### config.mk
export PLATFORM = sky130hd
export DESIGN_NAME = add8_err_meter
export DESIGN_NICKNAME = d
export VERILOG_FILES = /design/src/rtl/add8_err_meter.sv
export SDC_FILE = /design/constraint.sdc
export NUM_CORES = 1
export LEC_CHECK = 0
export ABC_AREA = 1
export CAP_MARGIN = 10
export CORE_MARGIN = 4
export CORE_UTILIZATION = 30
export CTS_CLUSTER_SIZE = 14
export DETAILED_ROUTE_END_ITERATION = 6
export PLACE_DENSITY = 0.46
export SLEW_MARGIN = 30
export SYNTH_ARGS = -nofsm -noshare
export SYNTH_HDL_FRONTEND = slang
export SYNTH_SLANG_ARGS = --single-unit
### constraint.sdc
create_clock -name clk -period 4.7 [get_ports clk]
set_input_delay 0.94 -clock clk [delete_from_list [all_inputs] [get_ports clk]]
set_output_delay 0.94 -clock clk [all_outputs]
set_load 0.02 [all_outputs]
### src/rtl/add8_err_meter.sv
// Exhaustive error meter for an 8-bit approximate adder: sweeps all 65536 A/B pairs and accumulates MAE/WCE/error-count statistics.
// Latency: start accept edge to done is 65537 cycles (pair n on dut_a/dut_b after edge E0+n, accumulated at E0+n+2).
// Backpressure: none; the sweep free-runs once started and start is ignored while busy (no queuing).
// Optional: define ADD8_ERR_METER_HD_EN to add Hamming-distance accumulation and the hd_sum port.
module add8_err_meter (
    input  logic        clk,
    input  logic        rst,
    input  logic        start,
    output logic        busy,
    output logic        done,
    output logic [7:0]  dut_a,
    output logic [7:0]  dut_b,
    input  logic [8:0]  dut_o,
    output logic [24:0] err_sum,
    output logic [8:0]  wce,
    output logic [16:0] err_cnt
`ifdef ADD8_ERR_METER_HD_EN
    ,
    output logic [19:0] hd_sum
`endif
);

    typedef enum logic [1:0] {
        S_IDLE  = 2'd0,
        S_RUN   = 2'd1,
        S_DRAIN = 2'd2,
        S_DONE  = 2'd3
    } state_t;

    state_t      r_state;
    state_t      w_state_nxt;
    logic        w_accept;

    // S0: operand counter (A = high byte, B = low byte) and its valid tag
    logic [15:0] r_cnt;
    logic        r_v0;
    logic        r_drain;

    // S1: captured adder result and exact reference
    logic [8:0]  r_o1;
    logic [8:0]  r_ex1;
    logic        r_v1;

    // S2: error magnitude feeding the accumulators
    logic [9:0]  w_err;
    logic [9:0]  w_err_neg;
    logic [8:0]  w_abs;
    logic        w_nz;

    logic [24:0] r_err_sum;
    logic [8:0]  r_wce;
    logic [16:0] r_err_cnt;

    // A start is only honoured when no sweep is in flight
    assign w_accept = start && ((r_state == S_IDLE) || (r_state == S_DONE));

    // State register
    always_ff @(posedge clk) begin
        if (rst) begin
            r_state <= S_IDLE;
        end else begin
            r_state <= w_state_nxt;
        end
    end

    // Next-state logic; RUN hands over to DRAIN on the edge that loads the last pair,
    // so DRAIN covers the two cycles the last pair needs to reach the accumulators.
    always_comb begin
        w_state_nxt = r_state;
        case (r_state)
            S_IDLE:  if (start) w_state_nxt = S_RUN;
            S_RUN:   if (r_cnt == 16'hFFFE) w_state_nxt = S_DRAIN;
            S_DRAIN: if (r_drain) w_state_nxt = S_DONE;
            S_DONE:  if (start) w_state_nxt = S_RUN;
            default: w_state_nxt = S_IDLE;
        endcase
    end

    // Operand counter, S0 valid tag and drain cycle marker
    always_ff @(posedge clk) begin
        if (rst) begin
            r_cnt   <= '0;
            r_v0    <= 1'b0;
            r_drain <= 1'b0;
        end else if (w_accept) begin
            r_cnt   <= '0;
            r_v0    <= 1'b1;
            r_drain <= 1'b0;
        end else begin
            case (r_state)
                S_RUN: begin
                    r_cnt <= r_cnt + 16'd1;
                    r_v0  <= 1'b1;
                end
                S_DRAIN: begin
                    r_v0    <= 1'b0;
                    r_drain <= 1'b1;
                end
                default: r_v0 <= 1'b0;
            endcase
        end
    end

    // S1: sample the adder output one cycle after the operands change
    always_ff @(posedge clk) begin
        if (rst) begin
            r_o1  <= '0;
            r_ex1 <= '0;
            r_v1  <= 1'b0;
        end else begin
            r_o1  <= dut_o;
            r_ex1 <= {1'b0, r_cnt[15:8]} + {1'b0, r_cnt[7:0]};
            r_v1  <= r_v0 && !w_accept;
        end
    end

    // S2: signed error and its magnitude (range 0..511 fits 9 bits)
    always_comb begin
        w_err     = {1'b0, r_o1} - {1'b0, r_ex1};
        w_err_neg = 10'd0 - w_err;
        w_abs     = w_err[9] ? w_err_neg[8:0] : w_err[8:0];
        w_nz      = (w_abs != 9'd0);
    end

    // Accumulators: cleared by reset or an accepted start, updated only by valid pairs
    always_ff @(posedge clk) begin
        if (rst || w_accept) begin
            r_err_sum <= '0;
            r_wce     <= '0;
            r_err_cnt <= '0;
        end else if (r_v1) begin
            r_err_sum <= r_err_sum + {16'd0, w_abs};
            if (w_abs > r_wce) r_wce <= w_abs;
            r_err_cnt <= r_err_cnt + {16'd0, w_nz};
        end
    end

`ifdef ADD8_ERR_METER_HD_EN
    logic [8:0]  w_xdiff;
    logic [3:0]  w_hd;
    logic [19:0] r_hd_sum;

    // Hamming distance between the adder result and the exact sum
    always_comb begin
        w_xdiff = r_o1 ^ r_ex1;
        w_hd    = '0;
        for (int i = 0; i < 9; i++) begin
            w_hd = w_hd + {3'd0, w_xdiff[i]};
        end
    end

    // Hamming-distance accumulator, same clear/update rules as the others
    always_ff @(posedge clk) begin
        if (rst || w_accept) begin
            r_hd_sum <= '0;
        end else if (r_v1) begin
            r_hd_sum <= r_hd_sum + {16'd0, w_hd};
        end
    end

    assign hd_sum = r_hd_sum;
`endif

    assign busy    = (r_state == S_RUN) || (r_state == S_DRAIN);
    assign done    = (r_state == S_DONE);
    assign dut_a   = r_cnt[15:8];
    assign dut_b   = r_cnt[7:0];
    assign err_sum = r_err_sum;
    assign wce     = r_wce;
    assign err_cnt = r_err_cnt;

endmodule

* Yosys cells after proc, flatten, opt, wreduce, memory -nomap -nowiden
Index checks and enable logic that the tools add are counted.
** Word-level totals
- Register bits after elaboration :: 90
- Bits in latches :: 0
- Memory bits (writable) :: 0
- Memory bits (read-only) :: 0
- Input bits :: 12
- Output and inout bits :: 69
- Word-level logic and storage cells :: 43
- Memories kept :: 0
** Operators by class
- $add $sub $neg :: 6
- Multiply operators :: 0
- Divide/modulo/power cells :: 0
- $lt $le $gt $ge :: 1
- Eq/ne operators :: 7
- Shift operators :: 0
- Mux-type cells :: 7
- Bitwise gates (word level) :: 0
- Reductions and logical operators :: 12
** Operator list (number)
- 25-bit by 9-bit adder with 25-bit output :: 1
- 17-bit by 1-bit adder with 17-bit output :: 1
- 16-bit by 1-bit adder with 16-bit output, second input constant :: 1
- 16-bit equality test, second input constant :: 1
- 9-bit by 9-bit subtractor with 10-bit output :: 1
- 8-bit by 8-bit adder with 9-bit output :: 1
- 9-bit > comparator :: 1
- 9-bit two-way mux :: 1
- 9-bit nonzero test :: 1
- 1-bit by 9-bit subtractor with 9-bit output, first input constant :: 1
- 2-bit two-way mux :: 3
- 2-bit case mux with 3 select lines :: 1
- 2-bit equality test, second input constant :: 2
- 2-bit != test, second input constant :: 2
- 2-bit OR reduction :: 2
- 1-bit logical OR :: 3
- 3-bit AND reduction :: 1
- 2-bit by 1-bit equality test with 1-bit output, second input constant :: 1
- 1-bit logical AND :: 2
- 2-bit zero test :: 1
- 1-bit two-way mux :: 2
- 2-bit by 1-bit != test with 1-bit output, second input constant :: 1
- 2-bit AND reduction :: 1
- 1-bit zero test :: 1

* Depth between registers and ports, before layout
Gate-level depths: netlist of the first run.
- Word-level depth :: 5
- Gate-level depth with buffers :: 34
- Mapped depth without buffers :: 34

* Least setup slack after synthesis of the first run
No wires, ideal clock.
- Kind :: register to register
- Start :: register r_o1[0]
- End :: register r_err_cnt[14], in the netlist err_cnt[14]
- Setup time :: 0.119 ns
- Data arrival time :: 3.704 ns
- Data required time :: 4.581 ns
- Slack :: 0.876 ns
- Cell stages (with the launch flop) :: 30
- Path buffers :: 0
- Clock period less this slack :: 3.824 ns
- Cells stage by stage :: dfxtp_1 -> inv_1 -> ha_1 -> fa_1 -> ha_1 -> inv_1 -> nor2_2 -> nand3_1 -> nor2_1 -> nand3_1 -> o21ai_0 -> xor2_1 -> nand3_1 -> ha_1 -> ha_1 -> inv_1 -> nor3_1 -> nand2_1 -> nor3_1 -> nand2_1 -> nor2_1 -> nand2_1 -> nor2_1 -> nand2_1 -> inv_1 -> nand2_1 -> nor2_1 -> nand2_1 -> o21ai_0 -> a21oi_1
** On the way
- Longest elaborated chain between the ends :: 5
** RTL lines
- start: declaration :: line 40 : logic [8:0] r_o1;
- start signal: assignment :: line 111 : r_o1 <= dut_o;
- 9-bit by 9-bit subtractor with 10-bit output (*) :: line 119 : w_err = {1'b0, r_o1} - {1'b0, r_ex1};
- 1-bit by 9-bit subtractor with 9-bit output :: line 120 : w_err_neg = 10'd0 - w_err;
- 9-bit two-way mux (*) :: line 121 : w_abs = w_err[9] ? w_err_neg[8:0] : w_err[8:0];
- 9-bit nonzero test (*) :: line 122 : w_nz = (w_abs != 9'd0);
- 17-bit by 1-bit adder with 17-bit output (*) :: line 134 : r_err_cnt <= r_err_cnt + {16'd0, w_nz};
- end signal: assignment :: line 134
- end: declaration :: line 52 : logic [16:0] r_err_cnt;
Every way passes the cells marked *; elsewhere a longest branch is shown, timed or not.
A chain may end at the register's enable or synchronous reset.

* Final worst setup path of the first run
Ends and elaborated chain as after synthesis.

==> out/qor.csv, run 1 <==
stage;metric;value;unit
yosys;adder-cell share of the synthesized area;10.2;%
detailed_routing;drt pass-1 iters;4;
setup_path;CP Capture Type;flip-flop;
finish;Finished Layout Cells;1114;
pwr;P_leak;2.95;nW
place;RD Place Congestion;0.812;
detailed_routing;antenna viol nets, final;0;
clock_network;CTS tree;yes;
yosys;Post-synth EDFFs;0;
clock_network;Root Buffer Master;clkbuf_16;
sta;final worst path period need;4.12;ns
finish;Ant. Diodes;0;
detailed_routing;drt first-iter violations;215;
yosys;Post-Synth Simple-Gate Area;33.7;%
setup_path;CP max-delay cell;fa_1;
yosys;mux contribution to synthesized area;0;%
yosys;Syn. warnings;0;
finish;NumNets Final;937;
setup_path;CP Class;reg2reg;
yosys;Synth Area in Compound Gates;10.7;%
setup_path;CP arrival;4.36;ns
hold_path;Tightest Hold Check Type;reg2reg;
setup_path;most frequent CP cell;nand2_1;
sta;Max Clk Rate;243;MHz
setup_path;CP required;4.94;ns
finish;most frequent cells in the layout;135 x nand2_1, 131 x inv_1, 105 x nor2_1;
yosys;sequential share of the synthesized area;32.1;%
yosys;Syn Nets;857;
die;initial core utilization;30.9;%
yosys;syn avg cell area;7.00;um^2
die;Top Ports;81;
yosys;post-synthesis instance area;5610;um^2
finish;share of cells above drive strength 1;9.83;%
place;DP HPWL;11.2;mm
detailed_routing;DR WL/cell;12.9;um
clock_network;Skew-Pair Late Insertion Delay;0.35;ns
clock_network;Setup Buffers After CTS;0;
grt;largest net degree at the start of global routing;36;
sta;Worst Skew;0.00786;ns
run;Max-Cap Viols;0;
die;Core Box Area;18100;um^2
yosys;FF+latch count, synth;90;
detailed_routing;DR vias;5046;
clock_network;Clock transition at path regs;0.07;ns
pwr;Pwr Density;356;nW/um^2
sta;Tcrit/Tclk final;87.7;%
finish;commonest non-fill, non-tap cell in the layout;nand2_1;
detailed_routing;DRC Markers;0;
finish;Layout Area Growth over Synthesis;24.5;%
sta;actual slew at the worst max-slew pin;0.828;ns
clock_network;H-tree depth;3;
place;Port Buffers;80;
die;chip width;145;um
grt;first-pass GRT wire length;24.3;mm
detailed_routing;post-DR vias/cell;4.53;
sta;Slew Limit Fails;0;
grt;initial antenna violation count;0;
setup_path;CP startpoint kind;flip-flop;
clock_network;# hold bufs at CTS;0;
clock_network;CTS buffer count;9;
clock_network;CTS-repair resized insts;0;
grt;vias in the first global route;4888;
grt;total track usage;14.6;%
place;placed cells;1099;
sta;Final Hold Fails;0;
yosys;Synth Flop Type;dfxtp_1;
clock_network;clk buf depth;2;
setup_path;crit-path max cell delay;0.51;ns
clock_network;Num Clock Sinks;90;
grt;global route overflow;0;
setup_path;crit-path max FO;3;
yosys;Cells after Synth;801;
sta;worst relative slew slack;44.8;%
status;outcome;finished, final reports clean;
die;Die Height;145;um
yosys;async set-or-reset flop fraction in the synthesized netlist;0;%
detailed_routing;wirelength, routed;14.4;mm
yosys;XOR/XNOR share of the synthesized area;2.19;%
sta;unrepaired setup endpoints after global routing;false;
sta;Fin Setup TNS;0;ns
yosys;main combinational cell family by area after synthesis;simple AND/OR/NAND/NOR gates;
finish;number of fill cells;1973;
pwr;Peak VDD IR;0.174;mV
sta;Final Setup Violations;0;
die;Die Footprint;20900;um^2
yosys;Yosys cell types;47;
die;Cell Rows;49;
state kept, by name, summed over array words and instances (netlist names), 2 cells and up:
register / cells
err_cnt: 17
r_cnt: 16
wce: 9
r_o1: 9
r_state: 2
r_ex1: 9
err_sum: 25
stage by stage:
| stage | utilization, % | instance area [um^2] | hold WS [ns] | power (mW) | setup slack [ns] |
|---|---|---|---|---|---|
| floorplan | - | 5610 | 0.394 | 1.49 | 0.876 |
| global placement | 36.7 | 6650 | 0.399 | 1.73 | 0.553 |
| detailed placement | 36.7 | 6650 | 0.402 | 1.73 | 0.434 |
| CTS | 38.4 | 6960 | 0.413 | 2.53 | 0.416 |
| global route | 38.5 | 6980 | 0.452 | 2.67 | 0.0272 |
| finish | 38.5 | 6980 | 0.410 | 2.48 | 0.578 |
cell usage after synthesis (all sizes together) (2+ instances only):
cell type / number / share of area, %
ha: 41 / 9.1
xor2: 9 / 1.4
nand2: 163 / 13
o21bai: 2 / 0.40
and3: 2 / 0.22
nand3b: 4 / 0.54
nor3: 26 / 2.7
a211oi: 2 / 0.27
dfxtp: 90 / 32
inv: 140 / 9.4
nand4: 17 / 2.0
nand3: 50 / 5.8
fa: 3 / 1.1
a21o: 2 / 0.27
nor4: 6 / 0.78
clkinv: 3 / 0.20
xnor2: 5 / 0.78
o21ai: 33 / 3.0
buf: 7 / 0.85
a21oi: 62 / 5.5
clkbuf: 9 / 0.60
nor2: 113 / 7.9
o21a: 4 / 0.54
where the power goes:
group,switching [mW],total (mW),internal (mW)
Sequential,0.0382,0.845,0.807
Combinational,0.542,0.853,0.311
Clock,0.320,0.786,0.466
layout make-up:
class | instances | area (um^2) | area share [%]
Tap cell | 229 | 287 | 4.10
Inverter | 143 | 539 | 7.72
Multi-Input combinational cell | 552 | 3210 | 45.9
Clock buffer | 11 | 233 | 3.33
Sequential cell | 90 | 1800 | 25.8
Timing Repair Buffer | 85 | 838 | 12.0
Clock inverter | 4 | 76.3 | 1.09
logic make-up after synthesis:
group / count (synthesis)
compound gates: 110
xor+xnor: 14
fa+ha+maj: 44
buf+inv: 159
flops: 90
simple gates: 384
worst paths after layout:
path / startpoint / end / slack [ns] / cells after the start
max: r_o1[0]$_SDFF_PP0_ / err_cnt[14]$_SDFFE_PP0P_ / 0.58 / 29
min: r_v0$_SDFF_PP0_ / r_v1$_SDFF_PP0_ / 0.41 / 2
max reg2reg: r_o1[0]$_SDFF_PP0_ / err_cnt[14]$_SDFFE_PP0P_ / 0.58 / 29
min reg2reg: r_v0$_SDFF_PP0_ / r_v1$_SDFF_PP0_ / 0.41 / 2
worst max-delay path, delay by kind of cell (launching register included):
kind / cells / cell delay, ns
and+or+nand+nor: 16 / 1.72
adders and majority gates: 5 / 1.23
AOI/OAI and AO/OA: 3 / 0.39
DFF: 1 / 0.31
buffers and inverters: 4 / 0.22
xor gates and xnor gates: 1 / 0.16
metal layers:
layer  routed length [um]  vias up  GRT usage (%)
li1                     -     2721              -
met1                 7280     2254           19.7
met2                 6450       57           23.3
met3                  444       14           2.83
met4                  224        0           5.45
met5                    0        -              0
No activity file was read; power rests on OpenSTA's default activity.
==> inputs of run 2 (changes only) <==
clock period = 5.2 ns   (was 4.7 ns; I/O delays follow)
==> out/qor.csv, run 2 (synthesized netlist as in run 1, its figures left out) <==
stage;metric;value;unit;change
grt;initial antenna violation count;0;;unchanged
grt;first-pass GRT wire length;24.2;mm;-0.48%
setup_path;r2r worst-path depth;29;;unchanged
clock_network;Setup Buffers After CTS;0;;unchanged
sta;Slew Limit Fails;0;;unchanged
detailed_routing;drt pass-1 iters;4;;unchanged
detailed_routing;wl on met1;7.27;mm;-0.11%
clock_network;Num Clock Sinks;90;;unchanged
setup_path;CP max-delay cell;fa_1;;
status;outcome;finished, final reports clean;;
detailed_routing;drt first-iter violations;196;;-8.8%
die;Cell Rows;49;;unchanged
sta;Max Clk Rate;235;MHz;-3.3%
setup_path;CP startpoint kind;flip-flop;;
grt;global route overflow;0;;unchanged
detailed_routing;top routing layer in use;met4;;
finish;Layout Area Growth over Synthesis;23.9;%;
clock_network;CTS tree;yes;;
finish;max reg flops;25;;unchanged
die;Top Ports;81;;unchanged
clock_network;# hold bufs at CTS;0;;unchanged
finish;commonest non-fill, non-tap cell in the layout;nand2_1;;
finish;Finished Layout Cells;1115;;+0.090%
sta;worst relative slew slack;46.4;%;+1.7 points
die;initial core utilization;30.9;%;unchanged
clock_network;CTS-repair resized insts;0;;unchanged
sta;actual slew at the worst max-slew pin;0.803;ns;-0.0249 ns
finish;share of cells above drive strength 1;9.48;%;-0.35 points
detailed_routing;antenna viol nets, final;0;;unchanged
die;Die Height;145;um;unchanged
place;placed cells;1099;;unchanged
setup_path;CP required;5.44;ns;+0.50 ns
clock_network;Root Buffer Master;clkbuf_16;;
pwr;P_leak;2.95;nW;-0.12%
setup_path;most frequent CP cell;nand2_1;;
finish;most frequent cells in the layout;135 x nand2_1, 131 x inv_1, 105 x nor2_1;;
clock_network;Clock transition at path regs;0.06;ns;about the same
detailed_routing;DRC Markers;0;;unchanged
die;Core Box Area;18100;um^2;unchanged
grt;vias in the first global route;4819;;-1.4%
detailed_routing;met3 routed WL;466;um;+5.0%
detailed_routing;wirelength, routed;14.3;mm;-0.47%
grt;total track usage;14.6;%;-0.042 points
sta;unrepaired setup endpoints after global routing;false;;
detailed_routing;post-DR vias/cell;4.45;;-1.8%
pwr;Pwr Density;317;nW/um^2;-11%
detailed_routing;DR vias;4958;;-1.7%
sta;Final Hold Fails;0;;unchanged
place;RD Place Congestion;0.816;;+0.52%
detailed_routing;met2 wire len;6.36;mm;-1.3%
finish;number of fill cells;1963;;-0.51%
grt;largest net degree at the start of global routing;36;;unchanged
sta;final worst path period need;4.26;ns;+0.142 ns
finish;Ant. Diodes;0;;unchanged
place;Port Buffers;80;;unchanged
sta;Tcrit/Tclk final;82.0;%;-5.7 points
die;chip width;145;um;unchanged
setup_path;CP Class;reg2reg;;
finish;FF/Latch Area;1800;um^2;unchanged
hold_path;Hold Path Stages;2;;unchanged
pwr;Peak VDD IR;0.156;mV;-10%
clock_network;Skew-Pair Late Insertion Delay;0.35;ns;about the same
die;Die Footprint;20900;um^2;unchanged
sta;Fin Setup TNS;0;ns;unchanged
setup_path;CP arrival;4.50;ns;+0.14 ns
sta;Worst Skew;0.00719;ns;-0.000668 ns
setup_path;crit-path max cell delay;0.51;ns;about the same
clock_network;H-tree depth;3;;unchanged
sta;Final Setup Violations;0;;unchanged
finish;NumNets Final;937;;unchanged
clock_network;CTS buffer count;9;;unchanged
run;Max-Cap Viols;0;;unchanged
hold_path;Tightest Hold Check Type;reg2reg;;
finish;area occupied by multi-input gates;3190;um^2;-0.66%
setup_path;CP Capture Type;flip-flop;;
place;DP HPWL;11.2;mm;-0.43%
detailed_routing;DR WL/cell;12.8;um;-0.56%
clock_network;clk buf depth;2;;unchanged
setup_path;crit-path max FO;3;;unchanged
finish;final core occ;38.3;%;-0.18 points
## run 2: cell count changes in the layout (fill, tap and decap cells not counted), sizes merged
cell	change
bufinv	-1
clkbuf	+1
clkinv	+2
inv	-1
## run 2: cell type report
class	instances	area share (%)
multi-input cells	552	45.8
clock buffers	12	3.55
inverters	143	7.76
flip-flops and latches	90	25.9
repair buffers	85	12.1
clock inverters	4	0.738
well taps	229	4.12
## run 2: path summary, 6_finish.rpt
kind	start	endpoint	slack [ns]
max	r_o1[0]$_SDFF_PP0_	err_cnt[14]$_SDFFE_PP0P_	0.94
min	r_v0$_SDFF_PP0_	r_v1$_SDFF_PP0_	0.41
max reg2reg	r_o1[0]$_SDFF_PP0_	err_cnt[14]$_SDFFE_PP0P_	0.94
min reg2reg	r_v0$_SDFF_PP0_	r_v1$_SDFF_PP0_	0.41
## run 2: power breakdown
group	internal [mW]	total (mW)	switching [mW]
clock network	0.387	0.671	0.284
registers	0.730	0.764	0.0346
logic	0.281	0.771	0.490
total	1.40	2.21	0.809
## run 2: worst max-delay path: cells and delay by family (launching register included)
| kind | cells | cell delay [ns] |
|---|---|---|
| and+or+nand+nor | 16 | 1.86 |
| adders and majority gates | 5 | 1.25 |
| AOI/OAI and AO/OA | 3 | 0.39 |
| DFF | 1 | 0.31 |
| buffers and inverters | 4 | 0.21 |
| xor gates and xnor gates | 1 | 0.14 |
## run 2: metal layers
layer	GRT usage (%)	vias up
met2	23.6	62
met5	0	-
li1	-	2727
met1	19.6	2154
met3	2.60	15
met4	5.25	0
## run 2: through the flow
step / hold slack (ns) / cell area [um^2] / setup WS, ns / power, mW
after CTS: 0.415 / 6950 / 0.918 / 2.25
after global routing: 0.426 / 6950 / 0.164 / 2.38
after detailed placement: 0.405 / 6650 / 0.953 / 1.56
after floorplan: 0.394 / 5610 / 1.38 / 1.35
after global placement: 0.398 / 6650 / 1.05 / 1.56
final: 0.412 / 6950 / 0.936 / 2.21
==> variant 1, RTL diff (flow settings as in run 2) <==
Re-encode `state_t` (4 states) as Gray code, 2 bits wide.
--- a/src/rtl/add8_err_meter.sv
+++ b/src/rtl/add8_err_meter.sv
@@ -21,10 +21,10 @@
 );
 
     typedef enum logic [1:0] {
-        S_IDLE  = 2'd0,
-        S_RUN   = 2'd1,
-        S_DRAIN = 2'd2,
-        S_DONE  = 2'd3
+        S_IDLE  = 2'b00,
+        S_RUN   = 2'b01,
+        S_DRAIN = 2'b11,
+        S_DONE  = 2'b10
     } state_t;
 
     state_t      r_state;
Check against the original RTL: same outputs for any inputs over 4 cycles, from zero or initial values and one cycle with rst high; so few cycles prove little.
==> variant 1 against run 2 <==
Wire length shrank 2.2%. Sequential cell count stayed put. Die area is 3.3% lower. Cell area fell by 3.2%. Area after synthesis is 3.5% lower. Critical path depth decreased by 6. Critical endpoint is now err_cnt[16]$_SDFFE_PP0P_. Setup slack gained 94 ps.
Power is not compared: it rests on default switching activity, and its combinational part moved more than twofold at a synthesized area within 25%.
==> variant 1: results (changes against run 2) <==
| Metric | Value |
|---|---|
| Root Buffer | clkbuf_16 |
| CTS buffer count | 9 (unchanged) |
| All-Layer GR Usage | 14.45% (-0.13 points) |
| Ys async rst share | 0% (unchanged) |
| Final #Nets | 913 (-2.6%) |
| WL met2 | 6.347 mm (-0.25%) |
| Worst path slowest cell | fa_1 |
| Yosys cell types | 43 (-8.5%) |
| Synth cell count leaders | 139 x nand2_1, 131 x inv_1, 108 x nor2_1, 90 x dfxtp_1, 53 x a21oi_1 |
| Worst-Skew Late Latency | 340 ps |
| Highest routed layer | met4 |
| Yosys warns | 0 (unchanged) |
| Setup Skew | 4.567 ps (-2.622 ps) |
| Cell family with most CP delay | simple AND/OR/NAND/NOR gates |
| Mapped Nets | 833 (-2.8%) |
| Metal-1 WL | 6.857 mm (-5.7%) |
| Detailed placement HPWL | 10.69 mm (-4.2%) |
| Vias in the first global route | 4881 (+1.3%) |
| First-pass GRT wire length | 23.92 mm (-1.1%) |
| Number of H-tree levels | 3 (unchanged) |
| PortBufs | 80 (unchanged) |
| Gpl congestion | 0.8263 (+1.2%) |
| Antenna cells | 0 (unchanged) |
| Max reg flops | 25 (unchanged) |
| Total number of vias | 4981 (+0.46%) |
| Drt pass-1 iters | 5 (+1) |
| Status | finished, final reports clean |
| Hold Crit Class | reg -> reg |
| Largest net degree at the start of global routing | 38 (+5.6%) |
| Routed wire length | 14.01 mm (-2.2%) |
| CP peak stage delay | 540 ps (+30 ps) |
| Slew @ Worst Pin | 760.0 ps (-42.58 ps) |
| Area contributors post-synth | dfxtp_1 33%, nand2_1 9.6%, inv_1 9.1% |
| Worst EP arrival | 4370 ps (-130 ps) |
| Post-synthesis sequential area ratio | 33.29% (+1.2 points) |
| DRT iter0 DRCs | 228 (+16%) |
| Max VDD drop | 0.0001647 V |
| Initial antenna violation count | 0 (unchanged) |
| Primary FF master, synth | dfxtp_1 |
| Crit path max fanout | 3 (unchanged) |
| Clock slew seen by the registers of the worst setup and hold paths | 70 ps |
| Post-cts gate resize count | 0 (unchanged) |
| Clock Path Buffers | 2 (unchanged) |
| Layout cells sized above 1 | 7.861% (-1.6 points) |
| Leakage | 2.841 nW |
| Total setup buffers inserted after CTS | 0 (unchanged) |
| Metal3 WL | 514 um (+10%) |
-- variant 1: cell types whose count changed in the layout (fill, tap and decap cells not counted), moves of 5 or more --
cell,before,now
inv_2,8,3
nand2_2,14,20
a21oi_1,62,53
nor4_1,5,11
nand2_4,14,5
nor3_1,23,31
-- variant 1: power by group --
| group | internal [mW] | total (mW) | switching, mW |
|---|---|---|---|
| Combinational | 0.127 | 0.348 | 0.222 |
| Clock | 0.337 | 0.627 | 0.289 |
| Sequential | 0.701 | 0.710 | 0.00902 |
-- variant 1: final cells by class --
class | count | area (um2)
multi-input cells | 541 | 3027
flip-flops and latches | 90 | 1802
clock inverters | 5 | 40.04
repair buffers | 84 | 830.8
fillers | 1836 | 10750
inverters | 135 | 506.7
well taps | 225 | 281.5
clock buffers | 10 | 239.0
-- variant 1: worst paths after layout --
kind / start / end / slack, ps / cells after the start
setup / recovery: r_o1[0]$_SDFF_PP0_ / err_cnt[16]$_SDFFE_PP0P_ / 1030 / 23
hold / removal: r_v0$_SDFF_PP0_ / r_v1$_SDFF_PP0_ / 420 / 2
setup reg to reg: r_o1[0]$_SDFF_PP0_ / err_cnt[16]$_SDFFE_PP0P_ / 1030 / 23
hold reg to reg: r_v0$_SDFF_PP0_ / r_v1$_SDFF_PP0_ / 420 / 2
-- variant 1: metrics by stage --
| step | instances | setup slack [ps] | power (mW) | instance area [um2] | hold slack [ps] |
|---|---|---|---|---|---|
| 2_1_floorplan | 781 | 1561 | 0.9910 | 5411 | 403.9 |
| 3_3_place_gp | 1075 | 1144 | 1.074 | 6447 | 411.2 |
| 3_5_place_dp | 1075 | 1018 | 1.079 | 6447 | 411.9 |
| 4_1_cts | 1090 | 1000 | 1.717 | 6726 | 416.4 |
| 5_1_grt | 1090 | 487.5 | 1.788 | 6726 | 427.1 |
| 6_report | 1090 | 1030 | 1.685 | 6726 | 422.5 |
-- variant 1: worst reg2reg max path, stage by stage, from the launching register on --
cell	delay (ps)
dfxtp_1	310
inv_1	40
ha_1	230
fa_1	540
ha_1	150
inv_1	50
nor2_1	100
nand3_1	100
nor2_1	120
nand2_2	80
o31ai_1	290
xor2_1	130
nand3_1	130
ha_1	190
ha_1	200
nand3_1	90
nor2_1	230
inv_1	130
nor4_1	270
and3_1	250
and3_1	180
nand2_1	60
xor2_1	140
nor2_1	60
-- variant 1: cells by family after synthesis --
logic type / synth area share, %
compound gates: 9.480
xor+xnor: 3.075
fa+ha+maj: 9.665
buf+inv: 10.82
flops: 33.29
simple gates: 33.66
-- variant 1: per-layer routing --
metal | vias up | track usage [%]
met1 | 2204 | 19.20
li1 | 2657 | -
met4 | 0 | 5.303
met5 | - | 0
met3 | 21 | 2.587
met2 | 99 | 23.53
==> variant 2, RTL diff (config.mk and constraints of run 2) <==
Without the edit above. The option `ADD8_ERR_METER_HD_EN` is turned on by a define.
--- a/src/rtl/add8_err_meter.sv
+++ b/src/rtl/add8_err_meter.sv
@@ -2,6 +2,8 @@
 // Latency: start accept edge to done is 65537 cycles (pair n on dut_a/dut_b after edge E0+n, accumulated at E0+n+2).
 // Backpressure: none; the sweep free-runs once started and start is ignored while busy (no queuing).
 // Optional: define ADD8_ERR_METER_HD_EN to add Hamming-distance accumulation and the hd_sum port.
+`define ADD8_ERR_METER_HD_EN
+
 module add8_err_meter (
     input  logic        clk,
     input  logic        rst,
Formal check against the unedited RTL (old outputs only; new: hd_sum): equivalent (equiv_simple and equiv_induct, registers matched by name and starting in step).
==> variant 2 against run 2 <==
Die area increased by 17%. Area after synthesis up 18%. Clock power up 11%. Power increased by 11%. Cell area is 19% higher. Worst hold slack improved by 24 ps. First-iteration DRC count is 5.1% lower. Largest cell class unchanged. Sequential cell count increased by 20. Setup slack got worse by 260 ps. Wire length is 21% higher.
==> variant 2: results (changes against run 2) <==
| Metric | Value |
|---|---|
| Crit path max fanout | 6 (+3) |
| Worst slew margin | 52.37% (+5.9 points) |
| Synth cell count leaders | 157 x nand2_1, 156 x inv_1, 134 x nor2_1, 110 x dfxtp_1, 64 x a21oi_1 |
| Post-cts gate resize count | 0 (unchanged) |
| Finished Layout Cells | 1321 (+18%) |
| Worst EP arrival | 4800 ps (+300 ps) |
| Crit path to | hd_sum[16]$_SDFFE_PP0P_ |
| Mapped Nets | 1008 (+18%) |
| Avg Synthesized Cell Area | 7.062 um2 (+0.87%) |
| Max VDD drop | 0.0001646 V (+5.2%) |
| Layout cells sized above 1 | 8.069% (-1.4 points) |
| Largest net degree at the start of global routing | 48 (+33%) |
| Psw | 895.4 uW (+11%) |
| Setup Skew | 11.11 ps (+3.926 ps) |
| All-Layer GR Usage | 14.48% (-0.11 points) |
| Initial antenna violation count | 0 (unchanged) |
| Leakage | 3.411 nW (+16%) |
| Clock slew seen by the registers of the worst setup and hold paths | 90 ps (+30 ps) |
| Vias in the first global route | 5754 (+19%) |
| Post-synthesis sequential area ratio | 33.21% (+1.1 points) |
| Root Buffer | clkbuf_16 |
| PortBufs | 100 (+25%) |
| Status | finished, final reports clean |
| CP startpoint | r_ex1[4]$_SDFF_PP0_ |
| Cell family with most CP delay | adder cells |
| Final #Nets | 1105 (+18%) |
| Clock period minus worst slack | 4520 ps (+255.6 ps) |
| Post-Place Cell Area | 7933 um2 (+19%) |
| Hold_ws | 436.1 ps (+23.77 ps) |
| Detailed placement HPWL | 13.31 mm (+19%) |
| Hold-critical path depth | 2 (unchanged) |
| DR vias/cell | 4.500 (+1.2%) |
| Hold Crit Class | reg -> reg |
| Sequential share of power | 37.6% (+3.0 points) |
| DRT iter0 DRCs | 186 (-5.1%) |
| Hold wc startpoint | r_v0$_SDFF_PP0_ |
| Ys async rst share | 0% (unchanged) |
| Yosys cell types | 45 (-4.3%) |
| Area contributors post-synth | dfxtp_1 33%, ha_1 9.1%, nand2_1 8.9% |
| Reg-to-Reg Start | r_ex1[4]$_SDFF_PP0_ |
| Number of H-tree levels | 3 (unchanged) |
| Worst R2R Path Depth | 22 (-24%) |
| Post-place setup slack | 659.9 ps (-292.9 ps) |
| Final core utilization | 37.91% (-0.39 points) |
| CTS buffer count | 9 (unchanged) |
| Gpl congestion | 0.8776 (+7.5%) |
| Comb power | 778 uW (+0.9%) |
| Internal Power | 1.550 mW (+11%) |
| Routed wire length | 17.37 mm (+21%) |
| First-pass GRT wire length | 28.92 mm (+20%) |
| CP peak stage delay | 530 ps (+20 ps) |
| Layout fillers | 2360 (+20%) |
[variant 2: cell count changes in the layout (fill, tap and decap cells not counted), moves of 8 or more]
cell and change:
clkdlybuf4s50_1 +20, dfxtp_1 +20, inv_1 +25, nand2_1 +22, nand2_4 -8, nor2_1 +28
o21ai_0 +8
[variant 2: layer usage]
metal  GRT usage [%]  vias up  routed length [um]
met2           24.57       93                8035
met3           3.180       18                 685
met5               0        -                   0
met4           3.554        0                 242
met1           18.74     2640                8401
li1                -     3194                   -
[variant 2: logic make-up after synthesis]
family                   count (synthesis)  synth area share (%)
XOR/XNOR                                22                 2.906
buffers and inverters                  182                 10.60
AND/OR/NAND/NOR                        446                 31.36
flip-flops                             110                 33.21
AO/OA/AOI/OAI                          122                 10.15
adder cells (fa/ha/maj)                 57                 11.77
[variant 2: area by class of cell]
type	count	share of cell area [%]
Tap cell	280	4.248
Inverter	164	7.465
Timing Repair Buffer	104	12.50
Clock buffer	9	2.731
Clock inverter	7	1.077
Multi-Input combinational cell	647	45.27
Sequential cell	110	26.70
